`src/rtl/rx_uart_fifo.sv`:
```
// rx_uart_fifo -- UART receiver with a first-word-fall-through receive FIFO.
//
// Deserialises an asynchronous serial line (LSB first, optional parity,
// one or two stop bits) using mid-bit sampling. A start bit is accepted only
// if the line is still low half a bit after the falling edge, so short
// glitches are ignored. Each received word is pushed into a small FIFO
// together with its framing and parity flags. A consumer drains the FIFO
// through a valid/ready handshake.
//
// Ports
//   clk           in   system clock, rising edge
//   rst_rx        in   asynchronous reset, active-high
//   in_serial_tx  in   asynchronous serial line, idles high
//   data_rx       out  data of the head FIFO entry (0 when the FIFO is empty)
//   frame_err     out  head entry saw a 0 stop bit
//   parity_err    out  head entry failed its parity check
//   rx_valid      out  FIFO is non-empty and the head fields are valid
//   rx_ready      in   consumer takes the head entry this cycle
//   fifo_count    out  number of words held in the FIFO
//   overrun       out  sticky; set when a word is dropped because the FIFO is full
//   clr_err       in   single-cycle pulse that clears overrun
module rx_uart_fifo #(
  parameter int CLKS_PER_BIT = 16,
  parameter int DATA_W       = 8,
  parameter int PARITY_EN    = 0,
  parameter int PARITY_ODD   = 0,
  parameter int STOP_BITS    = 1,
  parameter int FIFO_DEPTH   = 4
) (
  input  logic                          clk,
  input  logic                          rst_rx,
  input  logic                          in_serial_tx,
  output logic [DATA_W-1:0]             data_rx,
  output logic                          frame_err,
  output logic                          parity_err,
  output logic                          rx_valid,
  input  logic                          rx_ready,
  output logic [$clog2(FIFO_DEPTH):0]   fifo_count,
  output logic                          overrun,
  input  logic                          clr_err
);

  localparam int CNT_W = $clog2(CLKS_PER_BIT);
  // DATA_W is at least 5, so this width also covers the stop-bit index.
  localparam int BIT_W = $clog2(DATA_W);
  localparam int PTR_W = $clog2(FIFO_DEPTH);
  localparam int CW    = PTR_W + 1;
  localparam int ENT_W = DATA_W + 2;

  localparam logic [CNT_W-1:0] CNT_LAST  = CNT_W'(CLKS_PER_BIT - 1);
  localparam logic [CNT_W-1:0] CNT_HALF  = CNT_W'(CLKS_PER_BIT / 2 - 1);
  localparam logic [BIT_W-1:0] DATA_LAST = BIT_W'(DATA_W - 1);
  localparam logic [BIT_W-1:0] STOP_LAST = BIT_W'(STOP_BITS - 1);
  localparam logic             ODD       = 1'(PARITY_ODD);
  localparam logic [CW-1:0]    FULL_CNT  = CW'(FIFO_DEPTH);

  typedef enum logic [2:0] {
    S_IDLE, S_START, S_DATA, S_PARITY, S_STOP, S_BREAK
  } state_t;

  // ---------------- line synchroniser ----------------
  logic sync1_q, sync2_q;
  logic line;
  assign line = sync2_q;

  // ---------------- receiver state ----------------
  state_t             state_q, state_d;
  logic [CNT_W-1:0]   cnt_q, cnt_d;
  logic [BIT_W-1:0]   bit_q, bit_d;
  logic [DATA_W-1:0]  shift_q, shift_d;
  logic               perr_q, perr_d;
  logic               ferr_q, ferr_d;

  logic tick, data_sample, par_sample, stop_sample, push, frame_clr;
  logic [ENT_W-1:0] push_word;

  // State register
  always_ff @(posedge clk or posedge rst_rx) begin
    if (rst_rx) begin
      state_q <= S_IDLE;
    end else begin
      state_q <= state_d;
    end
  end

  // Next-state logic
  always_comb begin
    state_d = state_q;
    case (state_q)
      S_IDLE:   if (!line) state_d = S_START;
      // Half a bit in: still low means a real start bit, otherwise a glitch.
      S_START:  if (cnt_q == CNT_HALF) state_d = line ? S_IDLE : S_DATA;
      S_DATA:   if (cnt_q == CNT_LAST && bit_q == DATA_LAST)
                  state_d = (PARITY_EN != 0) ? S_PARITY : S_STOP;
      S_PARITY: if (cnt_q == CNT_LAST) state_d = S_STOP;
      // A low final stop bit means a break; wait for the line to return high.
      S_STOP:   if (cnt_q == CNT_LAST && bit_q == STOP_LAST)
                  state_d = line ? S_IDLE : S_BREAK;
      S_BREAK:  if (line) state_d = S_IDLE;
      default:  state_d = S_IDLE;
    endcase
  end

  // Output decode: sample strobes and FIFO push
  always_comb begin
    tick        = (cnt_q == CNT_LAST);
    data_sample = (state_q == S_DATA) && tick;
    par_sample  = (state_q == S_PARITY) && tick;
    stop_sample = (state_q == S_STOP) && tick;
    push        = stop_sample && (bit_q == STOP_LAST);
    frame_clr   = (state_q == S_IDLE);
  end

  // Datapath next values
  always_comb begin
    cnt_d   = (state_d != state_q || cnt_q == CNT_LAST) ? '0 : cnt_q + 1'b1;
    bit_d   = bit_q;
    if (state_d != state_q) begin
      bit_d = '0;
    end else if (data_sample || stop_sample) begin
      bit_d = bit_q + 1'b1;
    end
    shift_d = data_sample ? {line, shift_q[DATA_W-1:1]} : shift_q;
    perr_d  = perr_q;
    ferr_d  = ferr_q;
    if (frame_clr) begin
      perr_d = 1'b0;
      ferr_d = 1'b0;
    end else begin
      if (par_sample)  perr_d = ((^shift_q) ^ line) != ODD;
      if (stop_sample) ferr_d = ferr_q | ~line;
    end
    // The current stop sample is folded in directly so the pushed word
    // carries the error from the last stop bit too.
    push_word = {perr_q, ferr_q | ~line, shift_q};
  end

  always_ff @(posedge clk or posedge rst_rx) begin
    if (rst_rx) begin
      sync1_q <= 1'b1;
      sync2_q <= 1'b1;
      cnt_q   <= '0;
      bit_q   <= '0;
      shift_q <= '0;
      perr_q  <= 1'b0;
      ferr_q  <= 1'b0;
    end else begin
      sync1_q <= in_serial_tx;
      sync2_q <= sync1_q;
      cnt_q   <= cnt_d;
      bit_q   <= bit_d;
      shift_q <= shift_d;
      perr_q  <= perr_d;
      ferr_q  <= ferr_d;
    end
  end

  // ---------------- FIFO ----------------
  logic [ENT_W-1:0] mem [FIFO_DEPTH];
  logic [PTR_W-1:0] wr_q, wr_d, rd_q, rd_d;
  logic [CW-1:0]    count_q, count_d;
  logic             overrun_q, overrun_d;
  logic             pop, full, do_push, drop;
  logic [ENT_W-1:0] head;

  always_comb begin
    pop       = (count_q != '0) && rx_ready;
    full      = (count_q == FULL_CNT);
    // A simultaneous pop frees a slot, so a push into a full FIFO still lands.
    do_push   = push && (!full || pop);
    drop      = push && full && !pop;
    wr_d      = wr_q + PTR_W'(do_push);
    rd_d      = rd_q + PTR_W'(pop);
    count_d   = count_q + CW'(do_push) - CW'(pop);
    overrun_d = drop ? 1'b1 : (clr_err ? 1'b0 : overrun_q);
  end

  always_ff @(posedge clk or posedge rst_rx) begin
    if (rst_rx) begin
      wr_q      <= '0;
      rd_q      <= '0;
      count_q   <= '0;
      overrun_q <= 1'b0;
    end else begin
      wr_q      <= wr_d;
      rd_q      <= rd_d;
      count_q   <= count_d;
      overrun_q <= overrun_d;
    end
  end

  // Storage carries no reset; stale entries are masked by the empty check.
  always_ff @(posedge clk) begin
    if (do_push) mem[wr_q] <= push_word;
  end

  assign head       = (count_q != '0) ? mem[rd_q] : '0;
  assign rx_valid   = (count_q != '0);
  assign data_rx    = head[DATA_W-1:0];
  assign frame_err  = head[DATA_W];
  assign parity_err = head[DATA_W+1];
  assign fifo_count = count_q;
  assign overrun    = overrun_q;

endmodule
```
`config.mk`:
```
export PLATFORM = sky130hd
export DESIGN_NAME = rx_uart_fifo
export DESIGN_NICKNAME = d
export VERILOG_FILES = /design/src/rtl/rx_uart_fifo.sv
export SDC_FILE = /design/constraint.sdc
export NUM_CORES = 1
export LEC_CHECK = 0
export ABC_AREA = 1
export CORE_ASPECT_RATIO = 1.75
export CORE_UTILIZATION = 67
export CTS_CLUSTER_SIZE = 8
export DETAILED_ROUTE_END_ITERATION = 8
export DONT_BUFFER_PORTS = 1
export PLACE_DENSITY_LB_ADDON = 0.1
export SLEW_MARGIN = 15
export SYNTH_ARGS = -nofsm -noshare
export SYNTH_HDL_FRONTEND = slang
export SYNTH_SLANG_ARGS = --single-unit
export TNS_END_PERCENT = 5
```
`constraint.sdc`:
```
create_clock -name clk -period 3.4 [get_ports clk]
set_clock_uncertainty 0.05 [all_clocks]
set_input_delay 0.68 -clock clk [delete_from_list [all_inputs] [get_ports clk]]
set_output_delay 0.68 -clock clk [all_outputs]
set_load 0.005 [all_outputs]
```
==> flow_metrics.py, run 1 <==
metrics = {
    "sta": {
        "whs_ns": 0.2859,
        "worstMarginPinSlew_ns": 0.8316,
        "rsz0062_at_grt": "no",
        "finalCritPeriodShare": 0.7860,
        "slew-limit-headroom": 0.4450,
        "drv_slew": 0,
        "period_minus_slack_ns": 2.672,
        "max_freq_ghz": 0.3742,
        "tns_ns": 0,
        "hold_viol_final": 0,
        "setup_viol": 0,
    },
    "die": {
        "rows": 32,
        "die_x_um": 54.15,
        "fp.coreArea_um2": 4484,
        "start_util": 0.7109,
        "die_y_um": 93.25,
        "fp.dieArea_um2": 5049,
        "pin_count": 20,
    },
    "pwr": {
        "p_clk_frac": 0.305,
        "power.share.sequential": 0.428,
        "p_per_area_nw_per_um2": 694.1,
        "combPwrFrac": 0.267,
        "power.net_switching_uw": 821.5,
        "ir_worst_vdd_v": 0.0007727,
        "p_leak_nw": 1.584,
        "internal_power_mw": 1.606,
        "sw_frac_of_total": 0.3384,
    },
    "grt": {
        "antenna_found_initial": 0,
        "grtUsageTotal": 0.2949,
        "grt_overflow_total": 0,
        "grt_start_max_net_pins": 24,
        "grt_pass1_wl_um": 10190,
        "grt_pass1_vias": 2210,
    },
    "cells_and_area": {
        "drive_gt1_frac": 0.1366,
        "utilization": 0.7799,
        "nFillCells": 291,
        "stdcell_count": 373,
        "final-seq-area_um2": 1954,
        "nNetsFinal": 331,
        "antennaDiodeCount": 0,
        "multi_input_area_um2": 1095,
        "syn_to_final_growth_pct": 9.694,
    },
    "clocking": {
        "clock_latency_ns": 0.33,
        "htree_levels": 3,
        "cts_resized": 0,
        "clkSinkCount": 70,
        "cts.clk_slew.worst_paths_ns": 0.07,
        "clockBufferDepth": 2,
        "post-cts-setup-buffers": 0,
        "holdBufCountCts": 0,
        "cts-root-buf": "clkbuf_8",
        "cts_tree": "yes",
        "cts_buffers": 9,
    },
    "synthesis": {
        "avgSynthCellArea_um2": 10.42,
        "yosysTopAreaCell": "edfxtp_1",
        "synth_area_um2": 3188,
        "synth_top_cell_area_share": 0.3768,
        "ys_types": 28,
        "synth_cells": 306,
        "yosys_warnings": 0,
        "synthTopCellsByArea": "edfxtp_1 38%, dfrtp_1 22%, nor2_1 7.3%, nand2_1 4.7%, o21ai_0 3.6%",
        "seq_area_frac_synth": 0.6130,
        "ys_ff_latch": 70,
        "synth_nets": 320,
    },
    "setup_path": {
        "crit_path_end_kind": "output pin",
        "crit_fanout": 12,
        "path_cells": "clkinv_1 -> nor2_1 -> o21ai_0 -> a21oi_1",
        "crit_buf_inv": 1,
        "crit_arrival_ns": 1.94,
        "max_stage_delay_ns": 0.64,
        "cp.required_ns": 2.67,
        "path_delay_family": "flip-flops",
        "cp_slowest_cell": "dfrtp_1",
        "start_kind": "flop",
        "worstSetupPathType": "reg -> out",
    },
    "detailed_routing": {
        "routed_wl_um": 6292,
        "post-route-drc-count": 0,
        "wl_met2_um": 3568,
        "wl_per_cell_um": 16.87,
        "wl_met1_um": 2224,
        "detail-route-antenna-nets": 0,
        "drtIter0Drc": 91,
        "dr_wl_met3_um": 254,
        "viasPerCell": 5.764,
        "highest_layer": "met4",
        "via_count": 2150,
        "drtPass1Iterations": 4,
    },
    "run_status": {
        "status": "finished, final reports clean",
    },
    "place": {
        "dpl.cell_count": 357,
        "port_buffers": 0,
        "gp_congestion": 0.8255,
        "hpwl_um": 4171,
    },
    "worst_hold_path": {
        "worstHoldPathType": "in -> reg",
    },
    "run": {
        "maxCapViolations": 0,
    },
}
## per-layer routing
metal / global-route usage / up-vias
li1: - / 1040
met1: 0.2877 / 1023
met2: 0.5203 / 67
met3: 0.06829 / 20
met4: 0.1816 / 0
met5: 0 / -
## power groups by stage
stage / clock, mW / combinational, mW / sequential (mW)
3_3_place_gp: 0 / 0.617 / 1.05
2_1_floorplan: 0 / 0.541 / 1.02
3_5_place_dp: 0 / 0.652 / 1.05
6_report: 0.740 / 0.648 / 1.04
4_1_cts: 0.746 / 0.662 / 1.04
5_1_grt: 0.774 / 0.753 / 1.05
## through the flow
step                setup slack (ns)  instance area, µm²  power, mW
global route                  0.5647                3497      2.576
finish                        0.7276                3497      2.427
detailed placement            0.8705                3274      1.707
floorplan                      1.070                3188      1.556
CTS                           0.7042                3497      2.447
global placement              0.9707                3274      1.666
## final cells by class
cell class / instances / share of cell area
multi-input combinational: 200 / 0.3131
timing repair buffer: 7 / 0.01503
sequential: 70 / 0.5589
tap: 51 / 0.01825
clock inverter: 6 / 0.02433
inverter: 29 / 0.03113
clock buffer: 10 / 0.03936
## cell usage in the layout (no fill, tap or decap), types with 8 or more instances in the layout
cell type,count
clkbuf_8,10
xor2_1,9
dfrtp_1,28
o21ai_0,23
inv_1,25
nand2_1,40
a21oi_1,11
nor2_1,62
ha_1,8
edfxtp_1,40
nand3_1,12
## path summary, 6_finish.rpt
kind	slack, ns	cells after the start	endpoint	startpoint
worst max-delay path	0.73	4	data_rx[2]	rd_q[1]
worst min-delay path	0.29	0	sync1_q	in_serial_tx
worst max register to register	0.84	11	fifo_count[2]	cnt_q[0]
worst min register to register	0.31	0	line	sync1_q
max in group asynchronous	2.35	2	fifo_count[0]	rst_rx
min in group asynchronous	0.35	1	wr_q[0]	rst_rx
## cells in the mapped netlist (all sizes together)
| master | number |
|---|---|
| a21oi | 11 |
| xor2 | 9 |
| dfstp | 2 |
| clkinv | 1 |
| nand3 | 14 |
| nor3 | 7 |
| o32ai | 1 |
| edfxtp | 40 |
| dfrtp | 28 |
| o21ai | 24 |
| nand4 | 4 |
| inv | 28 |
| nand2 | 44 |
| fa | 1 |
| buf | 1 |
| mux2 | 7 |
| xnor2 | 6 |
| ha | 8 |
| nor2 | 64 |
| clkbuf | 6 |
## cell families after synthesis
group | Yosys count | synth area share
buf+inv | 36 | 0.04356
mux | 7 | 0.02473
xor+xnor | 15 | 0.04121
flops | 70 | 0.6130
simple gates | 133 | 0.1821
fa+ha+maj | 9 | 0.03768
compound gates | 36 | 0.05769
## sequential cells by signal, indices dropped and copies added (netlist names)
signal	count
shift_q	8
line	1
perr_q	1
rd_q	2
wr_q	2
mem	40
sync1_q	1
state_q	3
ferr_q	1
fifo_count	3
overrun	1
bit_q	3
cnt_q	4
No activity file was read; power rests on OpenSTA's default activity.
==> run 2, diff against run 1 <==
--- a/config.mk
+++ b/config.mk
@@ -7,7 +7,7 @@
 export LEC_CHECK = 0
 export ABC_AREA = 1
 export CORE_ASPECT_RATIO = 1.75
-export CORE_UTILIZATION = 67
+export CORE_UTILIZATION = 62
 export CTS_CLUSTER_SIZE = 8
 export DETAILED_ROUTE_END_ITERATION = 8
 export DONT_BUFFER_PORTS = 1
==> constraint.sdc (replaced) <==
create_clock -name clk -period 2.6 [get_ports clk]
set_clock_uncertainty 0.05 [all_clocks]
set_input_delay 0.52 -clock clk [delete_from_list [all_inputs] [get_ports clk]]
set_output_delay 0.52 -clock clk [all_outputs]
set_load 0.005 [all_outputs]
==> flow_metrics.py, run 2 (synthesized netlist as in run 1, its figures left out) <==
metrics = {
    "sta": {
        "drv_slew": 0,
        "period_minus_slack_ns": 2.402,
        "whs_ns": 0.09114,
        "setup_slack_ns": 0.1980,
        "finalCritPeriodShare": 0.9238,
        "hold_viol_final": 0,
        "slew-limit-headroom": 0.6754,
        "tns_ns": 0,
        "setup_viol": 0,
        "worstMarginPinSlew_ns": 0.4864,
        "max_freq_ghz": 0.4163,
    },
    "run_status": {
        "status": "finished, final reports clean",
    },
    "die": {
        "fp.coreArea_um2": 4977,
        "fp.dieArea_um2": 5444,
        "start_util": 0.6405,
        "pin_count": 20,
        "rows": 34,
        "die_y_um": 96.86,
        "die_x_um": 56.21,
    },
    "setup_path": {
        "crit_fanout": 6,
        "max_stage_delay_ns": 0.37,
        "startpoint": "cnt_q[0]",
        "cp_slowest_cell": "dfrtp_1",
        "crit_buf_inv": 2,
        "worstSetupPathType": "reg -> reg",
        "path_delay_family": "adder cells",
        "r2r_start": "cnt_q[0]",
        "start_kind": "flop",
        "crit_arrival_ns": 2.57,
        "cpMostUsedCell": "ha_1",
        "cp.required_ns": 2.77,
        "crit_path_end_kind": "flop",
        "path_cells": "ha_2 -> nand3_2 -> inv_2 -> nand2_1 -> nor2_1 -> nand2_2 -> ha_1 -> inv_1 -> ha_1 -> fa_1 -> xor2_1",
    },
    "cells_and_area": {
        "largest_register_ffs": 40,
        "drive_gt1_frac": 0.1455,
        "regMostFlops": "mem",
        "nNetsFinal": 333,
        "antennaDiodeCount": 0,
        "layout_common_cells": "62 x nor2_1, 40 x edfxtp_1, 39 x nand2_1, 28 x dfrtp_1, 25 x inv_1",
        "reg_top3": "mem: 40 flops, shift_q: 8 flops, cnt_q: 4 flops",
        "syn_to_final_growth_pct": 9.105,
        "fin_area_um2": 3478,
        "layout_commonest_cell": "nor2_1",
        "stdcell_count": 377,
    },
    "clocking": {
        "cts_buffers": 9,
        "cts-root-buf": "clkbuf_8",
        "clock_latency_ns": 0.33,
        "clkSinkCount": 70,
        "cts_tree": "yes",
        "htree_levels": 3,
        "cts.clk_slew.worst_paths_ns": 0.07,
        "clockBufferDepth": 2,
    },
    "detailed_routing": {
        "via_count": 2050,
        "wl_per_cell_um": 15.21,
        "drtPass1Iterations": 4,
        "routed_wl_um": 5735,
        "post-route-drc-count": 0,
        "viasPerCell": 5.438,
        "drtIter0Drc": 58,
        "detail-route-antenna-nets": 0,
    },
    "grt": {
        "grt_start_max_net_pins": 31,
        "grt_pass1_wl_um": 9370,
        "antenna_found_initial": 0,
        "grt_pass1_vias": 2097,
        "grt_overflow_total": 0,
        "grtUsageTotal": 0.2322,
    },
    "place": {
        "port_buffers": 0,
        "postPlaceCellArea_um2": 3293,
        "gp_congestion": 0.8247,
        "dpl.cell_count": 362,
        "place_ws_ns": 0.1948,
        "hpwl_um": 3901,
    },
    "run": {
        "maxCapViolations": 0,
    },
    "worst_hold_path": {
        "worstHoldPathType": "in -> async",
    },
    "pwr": {
        "p_per_area_nw_per_um2": 867.4,
        "ir_worst_vdd_v": 0.0007304,
        "p_leak_nw": 1.583,
    },
}
[run 2: changes by cell type in the layout (fill, tap and decap cells not counted)]
cell | previous run | this run
bufinv_16 | 2 | 1
ha_2 | 0 | 1
clkinv_4 | 1 | 0
clkbuf_1 | 0 | 1
clkinv_2 | 1 | 3
nand2_2 | 3 | 4
ha_1 | 8 | 7
buf_4 | 7 | 9
clkinv_1 | 2 | 1
clkbuf_8 | 10 | 9
nand2_1 | 40 | 39
[run 2: worst reg2reg max path: cells and delay by family (launching register included)]
| family | cells | cell delay (ns) |
|---|---|---|
| flops | 1 | 0.37 |
| buf+inv | 2 | 0.14 |
| fa+ha+maj | 4 | 1.06 |
| xor+xnor | 1 | 0.17 |
| simple gates | 4 | 0.49 |
[run 2: final cells by class]
| type | instances | area (µm²) |
|---|---|---|
| fill | 382 | 1499 |
| multi-input combinational | 200 | 1100 |
| timing repair buffer | 9 | 67.56 |
| inverter | 29 | 108.9 |
| clock inverter | 5 | 52.55 |
| tap | 54 | 67.56 |
| sequential | 70 | 1954 |
| clock buffer | 10 | 127.6 |
[run 2: path summary, 6_finish.rpt]
path                                       to  slack (ns)  cells after the start
worst min-delay path                  rd_q[1]        0.09                      2
min in group clk                      sync1_q        0.13                      0
worst max register to register  fifo_count[2]        0.20                     11
worst min register to register           line        0.31                      0
worst max-delay path            fifo_count[2]        0.20                     11
max in group asynchronous                line        2.08                      2
[run 2: power by group]
group	internal [mW]	switching (mW)	leakage, nW
clock network	0.433	0.380	0.0919
registers	1.24	0.0849	0.807
logic	0.311	0.564	0.684
total	1.99	1.03	1.58
[run 2: per-stage QoR]
stage | power (mW) | utilization
final | 3.017 | 0.6988
after floorplan | 2.035 | -
after global placement | 2.215 | 0.6616
after CTS | 3.052 | 0.6978
after global routing | 3.203 | 0.6988
after detailed placement | 2.240 | 0.6616
[run 2: per-layer routing]
metal | share of wire | GRT usage | up-vias
met5 | 0 | 0 | -
met4 | 0.024 | 0.1220 | 0
met3 | 0.024 | 0.05214 | 12
met2 | 0.56 | 0.4212 | 31
met1 | 0.39 | 0.2413 | 968
li1 | - | - | 1039
[run 2: timing repair]
item,CTS,global route
gates resized for setup,0,2
hold endpoints to repair,0,0
endpoints found under the setup margin,0,1
buffers inserted,0,0
hold buffers,0,0
